<file path="src/rtl/prio_arbiter_n_pkg.sv">
// Shared types and helpers for the registered N-request priority arbiter.
package prio_arb_pkg;

    localparam int unsigned MAX_N = 64;

    typedef enum logic {
        ST_IDLE  = 1'b0,
        ST_GRANT = 1'b1
    } state_t;

    // One-hot vector with bit idx set; all zero when idx is outside 0..n-1.
    function automatic logic [MAX_N-1:0] idx_to_onehot(input int unsigned idx,
                                                       input int unsigned n);
        logic [MAX_N-1:0] v;
        v = MAX_N'(1) << idx;
        if (idx >= n) begin
            v = '0;
        end
        return v;
    endfunction

endpackage

</file>
<file path="src/rtl/prio_arbiter_n_if.sv">
// Request/grant bundle between requesters (master) and the arbiter (slave).
interface prio_arbiter_n_if #(
    parameter int unsigned N = 8
);
    localparam int unsigned W = $clog2(N);

    logic [N-1:0] req;
    logic         grant_ack;
    logic         grant_valid;
    logic [W-1:0] grant_idx;
    logic [N-1:0] grant_onehot;
    logic         idle;

    modport master (
        output req, grant_ack,
        input  grant_valid, grant_idx, grant_onehot, idle
    );

    modport slave (
        input  req, grant_ack,
        output grant_valid, grant_idx, grant_onehot, idle
    );
endinterface

</file>
<file path="src/rtl/prio_enc_n.sv">
// Combinational N-to-W priority encoder; highest set index wins.
module prio_enc_n #(
    parameter int unsigned N = 8,
    localparam int unsigned W = $clog2(N)
) (
    input  logic [N-1:0] in_c,
    output logic [W-1:0] idx_c,
    output logic         any_c
);

    // Later (higher) indices overwrite earlier ones.
    always_comb begin
        idx_c = '0;
        any_c = 1'b0;
        for (int unsigned i = 0; i < N; i++) begin
            if (in_c[W'(i)]) begin
                idx_c = W'(i);
                any_c = 1'b1;
            end
        end
    end

endmodule

</file>
<file path="src/rtl/prio_arbiter_n.sv">
// Registered N-request priority arbiter holding each grant until acknowledged.
// Build option: define PRIO_ARB_RR_EN for round-robin selection; otherwise
// fixed priority (highest index wins).
module prio_arbiter_n
    import prio_arb_pkg::*;
#(
    parameter int unsigned N = 8
) (
    input  logic             clk,
    input  logic             rst_n,
    prio_arbiter_n_if.slave  bus
);

    localparam int unsigned W = $clog2(N);

    state_t       state_q, state_d;
    logic         grant_valid_q, grant_valid_d;
    logic [W-1:0] grant_idx_q, grant_idx_d;
    logic [N-1:0] grant_onehot_q, grant_onehot_d;
    logic         idle_q;

    logic [N-1:0] cand_c;
    logic [N-1:0] enc_in_c;
    logic [W-1:0] enc_idx_c;
    logic         enc_any_c;
    logic [W-1:0] win_idx_c;

    // Candidate set: the current grant is masked out on an ack cycle.
    always_comb begin
        cand_c = bus.req;
        if (state_q == ST_GRANT && bus.grant_ack) begin
            cand_c = bus.req & ~grant_onehot_q;
        end
    end

`ifdef PRIO_ARB_RR_EN
    logic [W-1:0] ptr_q, ptr_d;

    // Rotate so that ptr lands on the encoder's top (highest-priority) bit.
    always_comb begin
        int unsigned s;
        s        = 0;
        enc_in_c = '0;
        for (int unsigned j = 0; j < N; j++) begin
            s = 32'(ptr_q) + j + 1;
            if (s >= N) begin
                s = s - N;
            end
            enc_in_c[W'(j)] = cand_c[W'(s)];
        end
    end

    // Map the encoder's rotated index back to a requester index.
    always_comb begin
        int unsigned u;
        u = 32'(ptr_q) + 32'(enc_idx_c) + 1;
        if (u >= N) begin
            u = u - N;
        end
        win_idx_c = W'(u);
    end
`else
    assign enc_in_c  = cand_c;
    assign win_idx_c = enc_idx_c;
`endif

    prio_enc_n #(.N(N)) u_enc (
        .in_c  (enc_in_c),
        .idx_c (enc_idx_c),
        .any_c (enc_any_c)
    );

    // Next-state and next-grant logic.
    always_comb begin
        state_d        = state_q;
        grant_valid_d  = grant_valid_q;
        grant_idx_d    = grant_idx_q;
        grant_onehot_d = grant_onehot_q;
`ifdef PRIO_ARB_RR_EN
        ptr_d          = ptr_q;
`endif
        if ((state_q == ST_IDLE) || bus.grant_ack) begin
            if (enc_any_c) begin
                state_d        = ST_GRANT;
                grant_valid_d  = 1'b1;
                grant_idx_d    = win_idx_c;
                grant_onehot_d = N'(idx_to_onehot(32'(win_idx_c), N));
`ifdef PRIO_ARB_RR_EN
                ptr_d          = (win_idx_c == '0) ? W'(N - 1) : win_idx_c - W'(1);
`endif
            end else if (state_q == ST_GRANT) begin
                state_d        = ST_IDLE;
                grant_valid_d  = 1'b0;
                grant_idx_d    = '0;
                grant_onehot_d = '0;
            end
        end
    end

    // State and output registers.
    always_ff @(posedge clk or negedge rst_n) begin
        if (!rst_n) begin
            state_q        <= ST_IDLE;
            grant_valid_q  <= 1'b0;
            grant_idx_q    <= '0;
            grant_onehot_q <= '0;
            idle_q         <= 1'b1;
        end else begin
            state_q        <= state_d;
            grant_valid_q  <= grant_valid_d;
            grant_idx_q    <= grant_idx_d;
            grant_onehot_q <= grant_onehot_d;
            idle_q         <= ~|bus.req;
        end
    end

`ifdef PRIO_ARB_RR_EN
    // Round-robin pointer; reset value makes the first pick match fixed priority.
    always_ff @(posedge clk or negedge rst_n) begin
        if (!rst_n) begin
            ptr_q <= W'(N - 1);
        end else begin
            ptr_q <= ptr_d;
        end
    end
`endif

    assign bus.grant_valid  = grant_valid_q;
    assign bus.grant_idx    = grant_idx_q;
    assign bus.grant_onehot = grant_onehot_q;
    assign bus.idle         = idle_q;

endmodule

</file>
<file path="src/flat_wrapper.sv">
// flat-port wrapper written by rule: the top's interface ports become plain ports
module prio_arbiter_n_flat import prio_arb_pkg::*;
#(
    parameter int unsigned N = 8
)
  (clk, rst_n, bus_req, bus_grant_ack, bus_grant_valid, bus_grant_idx, bus_grant_onehot, bus_idle);
  prio_arbiter_n_if #(.N(N)) bus_i ();
  input  logic clk;
  input  logic rst_n;
  input wire logic [$bits(bus_i.req)-1:0] bus_req;
  input wire logic [$bits(bus_i.grant_ack)-1:0] bus_grant_ack;
  output wire logic [$bits(bus_i.grant_valid)-1:0] bus_grant_valid;
  output wire logic [$bits(bus_i.grant_idx)-1:0] bus_grant_idx;
  output wire logic [$bits(bus_i.grant_onehot)-1:0] bus_grant_onehot;
  output wire logic [$bits(bus_i.idle)-1:0] bus_idle;
  assign bus_i.req = bus_req;
  assign bus_i.grant_ack = bus_grant_ack;
  assign bus_grant_valid = bus_i.grant_valid;
  assign bus_grant_idx = bus_i.grant_idx;
  assign bus_grant_onehot = bus_i.grant_onehot;
  assign bus_idle = bus_i.idle;
  prio_arbiter_n #(.N(N)) u_core (.clk(clk), .rst_n(rst_n), .bus(bus_i));
endmodule
</file>
<file path="config.mk">
export PLATFORM = sky130hd
export DESIGN_NAME = prio_arbiter_n_flat
export DESIGN_NICKNAME = d
export VERILOG_FILES = /design/src/rtl/prio_arbiter_n_pkg.sv /design/src/rtl/prio_arbiter_n_if.sv /design/src/rtl/prio_enc_n.sv /design/src/rtl/prio_arbiter_n.sv /design/src/flat_wrapper.sv
export SDC_FILE = /design/constraint.sdc
export NUM_CORES = 1
export LEC_CHECK = 0
export CORE_MARGIN = 5
export CORE_UTILIZATION = 40
export CTS_CLUSTER_DIAMETER = 60
export DETAILED_ROUTE_END_ITERATION = 8
export PLACE_DENSITY = 0.73
export SLEW_MARGIN = 30
export SYNTH_ARGS = -nofsm -noshare
export SYNTH_HDL_FRONTEND = slang
export SYNTH_SLANG_ARGS = --single-unit
</file>
<file path="constraint.sdc">
create_clock -name clk -period 3.24 [get_ports clk]
set_input_delay 0.486 -clock clk [delete_from_list [all_inputs] [get_ports clk]]
set_output_delay 0.486 -clock clk [all_outputs]
set_load 0.05 [all_outputs]
</file>
==> flow_summary.json <==
{
  "final_common_cell": "clkdlybuf4s50_1",
  "clkTransAtPathRegs_ns": 0.08,
  "timing.rr.end": "u_core.bus.grant_onehot[0]",
  "drc_errors": 0,
  "antenna_cells": 0,
  "drtIter0Drc": 17,
  "crit_fanout": 12,
  "hold_depth": 1,
  "vdd_drop_max_v": 0.0002465,
  "cts-hold-fix-buffers": 0,
  "slowest_delay_ns": 0.79,
  "synth_nets": 87,
  "status": "completed",
  "grt_use_total_pct": 16.11,
  "fin_crit_ns": 2.450,
  "grt_overflow_total": 0,
  "final_hold_viol_count": 0,
  "holdPathEnd": "u_core.bus.grant_valid",
  "ctsHtreeMaxLevel": 1,
  "io_pins": 24,
  "yosys.area.top_type": "dfrtp_1",
  "end_kind": "flop",
  "cp_top_family": "compound AO/OA/AOI/OAI gates",
  "yosysWarningCount": 0,
  "cts_resized": 0,
  "die_w_um": 55.20,
  "dp.final_hpwl_um": 1573,
  "skew_ns": 0.006273,
  "synth_top_area_share_pct": 39.82,
  "setup-tns-final_ns": 0,
  "drive_gt1_share_pct": 13.86,
  "slowest_stage": "clkdlybuf4s50_1",
  "final_cell_mix": "clkdlybuf4s50_1, dfrtp_1, nand2_1",
  "rsz0062_at_grt": "false",
  "final_nets": 113,
  "ys_seq_area_share_pct": 43.03,
  "hold_start": "u_core.bus.grant_valid",
  "antenna_found_initial": 0,
  "crit_chain": "clkdlybuf4s50_1 > nand3_1 > and2_1 > a221oi_1 > a21oi_1 > a31o_1",
  "yosysUniqueCellTypes": 34,
  "clk_latency_ns": 0.28,
  "dieArea_um2": 3046,
  "critPathRequiredTime_ns": 3.42,
  "grt_pass1_wl_um": 3401,
  "numPortBuffers": 23,
  "holdCritPathClass": "reg2reg",
  "start_kind": "input port",
  "tritoncts": "yes",
  "max_clock_freq_mhz": 408.2,
  "grt_pass1_vias": 758,
  "fillers": 192,
  "ff2ff_setup_slack_ns": 1.14,
  "antenna_left": 0,
  "yosys-top-cells-area": "dfrtp_1, o2bb2ai_1, a22oi_4",
  "synth_area_um2": 817.0,
  "cts_buffers": 3,
  "totalPowerFinal_w": 0.0004338,
  "cts_max_path_buffers": 2,
  "syn_area_per_cell_um2": 10.75,
  "synth-seq-cells": 14,
  "place.gp.congestion": 0.9840,
  "relSlewSlack_pct": 58.10,
  "fin_crit_sh_pct": 75.61,
  "start_util_pct": 41.65,
  "rows": 16,
  "drv_cap": 0,
  "coreArea_um2": 1962,
  "power_leakage_nw": 0.4069,
  "die_h_um": 55.20,
  "cp_num_buf_inv": 1,
  "powerDensity_nw_per_um2": 399.9,
  "viasPerCell": 5.938,
  "rr_worst_depth": 5,
  "grt_max_degree": 15,
  "routed_wl_um": 2051,
  "synth_cells": 76,
  "drt_first_pass_iters": 4,
  "worstPathArrival_ns": 2.63,
  "timing.rr.start": "u_core.state_q",
  "final_util_pct": 55.29,
  "clockRootBuffer": "clkbuf_4",
  "worst_slew_pin_slew_ns": 0.6266,
  "setup_viol": 0,
  "finalMaxSlewViolations": 0,
  "routedWlPerCell_um": 16.02,
  "synthToLayoutAreaGrowth_pct": 32.77,
  "cts.sinks": 14,
  "path_class": "in2reg",
  "vias": 760,
  "cts_setup_buffers": 0
}
## sequential cells by signal (all words and copies together), names as in the netlist
signal / count
u_core.bus.grant_valid: 1
u_core.state_q: 1
u_core.bus.idle: 1
u_core.bus.grant_onehot: 8
u_core.bus.grant_idx: 3
## final cells by class
| type | count | area, um2 | area share [%] |
|---|---|---|---|
| repair buffers | 23 | 230.2 | 21.22 |
| well taps | 27 | 33.78 | 3.114 |
| multi-input cells | 59 | 439.2 | 40.48 |
| flip-flops and latches | 14 | 351.6 | 32.41 |
| inverters | 1 | 3.754 | 0.3460 |
| clock buffers | 4 | 26.28 | 2.422 |
## where the power goes
group / total (W) / switching (W) / leakage (nW) / internal, W
Sequential: 0.000196 / 0.00000977 / 0.172 / 0.000186
Clock: 0.000102 / 0.0000543 / 0.0150 / 0.0000477
Combinational: 0.000136 / 0.0000861 / 0.220 / 0.0000499
## worst max path at each step
stage	to	from	slack [ns]	depth (start not counted)
final	u_core.bus.grant_onehot[0]	bus_grant_ack	0.79	6
after global routing	u_core.bus.grant_onehot[0]	bus_grant_ack	0.62	6
after CTS	u_core.bus.grant_onehot[0]	bus_grant_ack	0.82	6
after detailed placement	u_core.bus.grant_onehot[0]	bus_grant_ack	0.55	6
after global placement	u_core.bus.grant_onehot[0]	bus_grant_ack	0.66	6
after floorplan	u_core.bus.grant_onehot[0]	u_core.bus.grant_onehot[4]	1.40	5
## logic make-up (layout without fill, tap and decap cells)
kind of cell | Yosys count | in the layout | share of synthesized area, %
AOI/OAI and AO/OA | 25 | 25 | 28.02
DFF | 14 | 14 | 43.03
buffers and inverters | 3 | 28 | 3.215
muxes | 1 | 1 | 1.225
and+or+nand+nor | 33 | 33 | 24.51
## metal layers
metal	up-vias	wire length, um	track usage [%]
li1	346	-	-
met1	376	885	19.53
met2	32	937	26.38
met3	6	171	3.753
met4	0	57	8.502
met5	-	0	0
## per-stage QoR
step / hold WS [ns] / std cells / setup WS, ns / area, um2
after floorplan: 0.1904 / 76 / 1.396 / 817.0
after global placement: 0.4596 / 124 / 0.6599 / 1059
after detailed placement: 0.4646 / 124 / 0.5517 / 1059
after CTS: 0.4847 / 128 / 0.8190 / 1085
after global routing: 0.4990 / 128 / 0.6157 / 1085
final: 0.4827 / 128 / 0.7901 / 1085
## cells in the mapped netlist (all sizes together)
library cell	count
a21o	1
a21oi	2
a221oi	1
a22oi	5
a2bb2oi	1
a31o	1
a31oi	1
a32o	1
a41oi	1
and2	3
and3	1
buf	2
dfrtp	13
dfstp	1
inv	1
mux2i	1
nand2	8
nand2b	2
nand3	10
nand4	1
nor2	3
nor2b	1
o211ai	1
o21ai	4
o2bb2ai	6
or3	1
or4	3
Note: power is estimated with default switching activity, not from simulation.
